--- src/rtl/ula_pkg.sv ---
// ============================================================================
// ula_pkg : shared types and constants for the ULA and its arbiter
// Rev 1.0
// ============================================================================
`default_nettype none

package ula_pkg;

    typedef enum logic [1:0] {
        ST_IDLE = 2'd0,
        ST_EXEC = 2'd1,
        ST_RESP = 2'd2
    } state_t;

    localparam logic [2:0] ULA_ADD = 3'd0;
    localparam logic [2:0] ULA_SUB = 3'd1;
    localparam logic [2:0] ULA_AND = 3'd2;
    localparam logic [2:0] ULA_OR  = 3'd3;
    localparam logic [2:0] ULA_XOR = 3'd4;
    localparam logic [2:0] ULA_SLT = 3'd5;
    localparam logic [2:0] ULA_SLL = 3'd6;
    localparam logic [2:0] ULA_SRL = 3'd7;

    typedef logic req_id_t;

endpackage

`default_nettype wire

--- src/rtl/ula.sv ---
// ============================================================================
// ula : 32-bit signed combinational ALU; pinv flags signed overflow on ADD/SUB
// Rev 1.0
// ============================================================================
`default_nettype none

module ula
    import ula_pkg::*;
(
    input  logic signed [31:0] i_a,
    input  logic signed [31:0] i_b,
    input  logic        [2:0]  i_func,
    output logic signed [31:0] o_r,
    output logic               o_pinv
);

    logic signed [31:0] w_sum;
    logic signed [31:0] w_diff;

    assign w_sum  = i_a + i_b;
    assign w_diff = i_a - i_b;

    always_comb begin
        o_r    = '0;
        o_pinv = 1'b0;
        case (i_func)
            ULA_ADD: begin
                o_r    = w_sum;
                o_pinv = (i_a[31] == i_b[31]) && (w_sum[31] != i_a[31]);
            end
            ULA_SUB: begin
                o_r    = w_diff;
                o_pinv = (i_a[31] != i_b[31]) && (w_diff[31] != i_a[31]);
            end
            ULA_AND: o_r = i_a & i_b;
            ULA_OR:  o_r = i_a | i_b;
            ULA_XOR: o_r = i_a ^ i_b;
            ULA_SLT: o_r = {31'd0, (i_a < i_b)};
            ULA_SLL: o_r = i_a << i_b[4:0];
            ULA_SRL: o_r = $signed($unsigned(i_a) >> i_b[4:0]);
            default: o_r = '0;
        endcase
    end

endmodule

`default_nettype wire

--- src/rtl/ula_arbiter.sv ---
// ============================================================================
// ula_arbiter : serialises two requesters onto one ULA (IDLE -> EXEC -> RESP)
// Rev 1.0
// ============================================================================
`default_nettype none

module ula_arbiter
    import ula_pkg::*;
#(
    parameter int FAIR = 1
) (
    input  logic               clk,
    input  logic               rst,
    input  logic               req0_valid,
    input  logic               req1_valid,
    output logic               req0_ready,
    output logic               req1_ready,
    input  logic signed [31:0] req0_a,
    input  logic signed [31:0] req0_b,
    input  logic signed [31:0] req1_a,
    input  logic signed [31:0] req1_b,
    input  logic        [2:0]  req0_func,
    input  logic        [2:0]  req1_func,
    output logic               rsp0_valid,
    output logic               rsp1_valid,
    input  logic               rsp0_ready,
    input  logic               rsp1_ready,
    output logic signed [31:0] rsp_r,
    output logic               rsp_v,
    output logic               busy
);

    state_t             r_state;
    state_t             w_state_nxt;
    req_id_t            r_owner;
    req_id_t            r_last_grant;
    req_id_t            w_grant;
    logic signed [31:0] r_a;
    logic signed [31:0] r_b;
    logic        [2:0]  r_func;
    logic signed [31:0] r_rsp_r;
    logic               r_rsp_v;
    logic signed [31:0] w_ula_r;
    logic               w_ula_v;
    logic               w_idle;
    logic               w_accept;
    logic               w_rsp_fire;

    always_comb begin
        w_grant = r_last_grant;
        if (FAIR != 0) begin
            if (req0_valid && req1_valid) w_grant = ~r_last_grant;
            else if (req0_valid)          w_grant = 1'b0;
            else if (req1_valid)          w_grant = 1'b1;
        end else begin
            if (req0_valid)               w_grant = 1'b0;
            else if (req1_valid)          w_grant = 1'b1;
        end
    end

    // Outputs are gated by rst so nothing is offered or flagged during reset cycles.
    assign w_idle     = (r_state == ST_IDLE) && !rst;
    assign req0_ready = w_idle && req0_valid && (w_grant == 1'b0);
    assign req1_ready = w_idle && req1_valid && (w_grant == 1'b1);
    assign w_accept   = req0_ready || req1_ready;

    assign rsp0_valid = (r_state == ST_RESP) && (r_owner == 1'b0) && !rst;
    assign rsp1_valid = (r_state == ST_RESP) && (r_owner == 1'b1) && !rst;
    assign w_rsp_fire = (rsp0_valid && rsp0_ready) || (rsp1_valid && rsp1_ready);
    assign busy       = (r_state != ST_IDLE) && !rst;
    assign rsp_r      = r_rsp_r;
    assign rsp_v      = r_rsp_v;

    always_comb begin
        w_state_nxt = r_state;
        case (r_state)
            ST_IDLE: if (w_accept) w_state_nxt = ST_EXEC;
            ST_EXEC: w_state_nxt = ST_RESP;
            ST_RESP: if (w_rsp_fire) w_state_nxt = ST_IDLE;
            default: w_state_nxt = ST_IDLE;
        endcase
    end

    always_ff @(posedge clk) begin
        if (rst) begin
            r_state      <= ST_IDLE;
            r_owner      <= 1'b0;
            r_last_grant <= 1'b1;
            r_a          <= '0;
            r_b          <= '0;
            r_func       <= '0;
            r_rsp_r      <= '0;
            r_rsp_v      <= 1'b0;
        end else begin
            r_state <= w_state_nxt;
            if (w_accept) begin
                r_owner <= w_grant;
                r_a     <= (w_grant == 1'b1) ? req1_a    : req0_a;
                r_b     <= (w_grant == 1'b1) ? req1_b    : req0_b;
                r_func  <= (w_grant == 1'b1) ? req1_func : req0_func;
            end
            if (r_state == ST_EXEC) begin
                r_rsp_r <= w_ula_r;
                r_rsp_v <= w_ula_v;
            end
            if (w_rsp_fire) begin
                r_last_grant <= r_owner;
            end
        end
    end

    ula u_ula (
        .i_a    (r_a),
        .i_b    (r_b),
        .i_func (r_func),
        .o_r    (w_ula_r),
        .o_pinv (w_ula_v)
    );

endmodule

`default_nettype wire
--- config.mk ---
export PLATFORM = sky130hd
export DESIGN_NAME = ula_arbiter
export DESIGN_NICKNAME = d
export VERILOG_FILES = /design/src/rtl/ula_pkg.sv /design/src/rtl/ula.sv /design/src/rtl/ula_arbiter.sv
export SDC_FILE = /design/constraint.sdc
export NUM_CORES = 1
export LEC_CHECK = 0
export CAP_MARGIN = 20
export CORE_ASPECT_RATIO = 1.1
export CORE_MARGIN = 2
export CORE_UTILIZATION = 50
export CTS_CLUSTER_SIZE = 16
export DETAILED_ROUTE_END_ITERATION = 12
export PLACE_DENSITY = 0.83
export SLEW_MARGIN = 20
export SYNTH_ARGS = -nofsm -noshare
export SYNTH_HDL_FRONTEND = slang
export SYNTH_HIERARCHICAL = 1
export SYNTH_SLANG_ARGS = --single-unit
--- constraint.sdc ---
create_clock -name clk -period 5.4 [get_ports clk]
set_input_delay 0.81 -clock clk [delete_from_list [all_inputs] [get_ports clk]]
set_output_delay 0.81 -clock clk [all_outputs]
set_load 0.05 [all_outputs]
==> key figures <==
Power
  • PD cells: 263.8 mW/mm²
  • Peak VDD IR: 0.1603 mV
  • Lkg Pwr: 5.573 nW

Worst setup path
  • WS Path Type: register to register
  • Crit path largest cell delay: 740 ps
  • Critical Path AT: 4220 ps
  • Data required, critical path: 5620 ps
  • Cell mode on critical path: a21oi_1
  • Critical Path End Type: register
  • Max FO, Critical Path: 29
  • CP bufs+invs: 1
  • CP cell instances: clkinv_1 -> ha_1 -> nor2b_1 -> o31a_1 -> o21ai_2 -> a2111oi_4 -> o21ai_0 -> a21oi_1 -> nand3_1 -> a2111oi_2 -> a21oi_1 -> nand2_1 -> a21oi_1
  • Critical path's slowest cell: dfxtp_2
  • Critical Path Source Type: register
  • Critical path's top delay family: compound AO/OA/AOI/OAI gates

STA
  • Final Skew: 18.64 ps
  • Fin Setup TNS: 0 ps
  • Final worst-path cycle share: 74.25%
  • Fin. Hold Viols: 0
  • Max-slew violations: 0
  • # setup viols final: 0
  • Worst-margin pin slew: 1045 ps
  • Slew margin rel.: 30.33%
  • Final worst path period need: 4009 ps
  • Fmax: 0.2494 GHz
  • RSZ-0062 raised after global routing: no

Finish
  • Fin util: 58.67%
  • Layout area overhead: 15.02%
  • Multi-input gate area: 0.01010 mm²
  • Register area: 0.002091 mm²
  • Ant diodes: 0
  • # fillers: 2,537
  • Ratio of cells with drive above 1 in the final layout: 8.251%
  • Layout Nets: 2,149

Clocking
  • Clock transition at path regs: 80 ps
  • Root Driver: clkbuf_16
  • CTS tree: done
  • Insertion delay to the later sink of the worst-skew pair: 380 ps
  • CTS sink count: 104
  • Clk buf depth: 2
  • Post-CTS sizing: 0
  • Post-CTS Setup Inserts: 0
  • Clock buffer count from CTS: 9
  • # hold bufs at CTS: 0
  • H-tree levels: 3

Synthesis
  • Count leader, synth: a21oi_1
  • Post-synth top area share: 15.61%
  • Synthesized Nets: 2,098
  • Syn avg cell area: 7.173 µm²
  • Yosys top cell by area: dfxtp_1
  • Post-synth EDFFs: 0
  • Sequential area share after synthesis: 15.61%
  • Most area-consuming cells after synthesis: dfxtp_1 16%, a21oi_1 9.2%, ha_1 9.1%, o21ai_0 5.9%, nand2_1 5.0%
  • Synth warnings: 6
  • Count of different cell masters after synthesis: 99
  • Post-synthesis cell area: 0.01334 mm²
  • Ys async rst share: 0%
  • Post-synth top cells: 244 x a21oi_1, 178 x nand2_1, 156 x o21ai_0, 152 x nor2_1, 104 x dfxtp_1
  • Main flop type after synthesis: dfxtp_1
  • Number of synthesized register bits: 104
  • Syn Inst Count: 1,859

Die
  • Die X: 159.7 µm
  • Initial Util: 51.01%
  • Core area: 0.02614 mm²
  • Rows: 62
  • Die area: 0.02799 mm²
  • Die Ht: 175.3 µm
  • Io pins: 178

Global routing
  • Total global routing overflow: 0
  • Initial antenna violation count: 0
  • First-pass GRT wire length: 85,480 µm
  • Vias in the first global route: 14,290
  • Largest net degree at the start of global routing: 101
  • GRT Total Usage: 39.27%

Placed design
  • Hpwl dp: 43,570 µm
  • Placer Congestion: 1.067
  • IO Port Bufs: 177

Detailed routing
  • DRC: 0
  • Drt wl/cell: 25.29 µm
  • Vias per std cell: 6.908
  • DR pass1 iterations: 7
  • ANT nets after route: 0
  • Initial DRC Count: 2,089
  • Via count: 15,660
  • Final WL: 57,340 µm

Job
  • Max_cap viols: 0

Run status
  • Status: finished clean

Hold path
  • Worst hold path class: register to register
## final timing paths
path	slack (ps)	from	cells past startpoint	to
hold / removal	460	rsp_r[20]$_SDFFE_PP0N_	2	rsp_r[20]$_SDFFE_PP0N_
hold reg to reg	460	rsp_r[20]$_SDFFE_PP0N_	2	rsp_r[20]$_SDFFE_PP0N_
setup reg to reg	1390	r_b[2]$_SDFFE_PP0P_	13	rsp_r[24]$_SDFFE_PP0N_
setup / recovery	1390	r_b[2]$_SDFFE_PP0P_	13	rsp_r[24]$_SDFFE_PP0N_
## layout make-up
| cell class | instances | area share [%] |
|---|---|---|
| clock buffer | 10 | 1.493 |
| sequential | 104 | 13.63 |
| multi-input combinational | 1482 | 65.84 |
| timing repair buffer | 214 | 13.45 |
| clock inverter | 6 | 0.2937 |
| tap | 352 | 2.871 |
| inverter | 99 | 2.423 |
## layer usage
layer,global-route usage (%),vias up,part of all wire [%]
met5,0,-,0
met4,15.91,0,4.6
met3,8.383,151,12
met2,60.05,1063,43
met1,53.89,7416,41
li1,-,7031,-
## layout by cell type (no fill, tap or decap), types with 27 or more instances in the layout
| cell | n |
|---|---|
| buf_4 | 36 |
| inv_1 | 96 |
| clkdlybuf4s50_1 | 176 |
| dfxtp_1 | 99 |
| a211oi_1 | 32 |
| a21oi_1 | 244 |
| a311oi_1 | 49 |
| ha_1 | 97 |
| mux2i_1 | 45 |
| nor2_1 | 150 |
| nand2_1 | 176 |
| nand3_1 | 99 |
| nor3_1 | 27 |
| o21ai_0 | 156 |
## per-stage QoR
| step | total power [mW] | hold slack, ps | setup WS [ps] | std cells | area, µm² |
|---|---|---|---|---|---|
| CTS | 3.947 | 458.0 | 1507 | 2267 | 15330 |
| finish | 4.046 | 455.0 | 1391 | 2267 | 15340 |
| detailed placement | 3.288 | 447.1 | 1541 | 2251 | 15050 |
| floorplan | 2.549 | 491.6 | 1461 | 1859 | 13340 |
| global route | 4.234 | 476.5 | 1121 | 2267 | 15340 |
| global placement | 3.266 | 443.8 | 1619 | 2250 | 15030 |
## flip-flops by register name, indices dropped and copies added, names as in the netlist
| signal | cells |
|---|---|
| r_a | 32 |
| r_b | 32 |
| r_func | 3 |
| r_last_grant | 1 |
| r_owner | 1 |
| r_state | 2 |
| rsp_r | 32 |
| rsp_v | 1 |
## logic make-up (layout without fill, tap and decap cells)
kind of cell / count (synthesis) / in the layout / synth area share [%]
flip-flops: 104 / 104 / 15.61
AO/OA/AOI/OAI: 737 / 737 / 37.62
multiplexers: 84 / 84 / 8.998
AND/OR/NAND/NOR: 552 / 552 / 18.74
buffers and inverters: 273 / 329 / 8.970
adder cells (fa/ha/maj): 99 / 99 / 9.401
XOR/XNOR: 10 / 10 / 0.6568
## power breakdown
| part | internal [mW] | switching [mW] |
|---|---|---|
| combinational | 0.846 | 1.53 |
| clock | 0.318 | 0.350 |
| sequential | 0.846 | 0.153 |
## tightest hold or removal path: stages (launching register included)
cell and delay [ps]:
dfxtp_1 310, nand2_1 50, a21oi_1 50
Power figures use the tool's default switching activity.
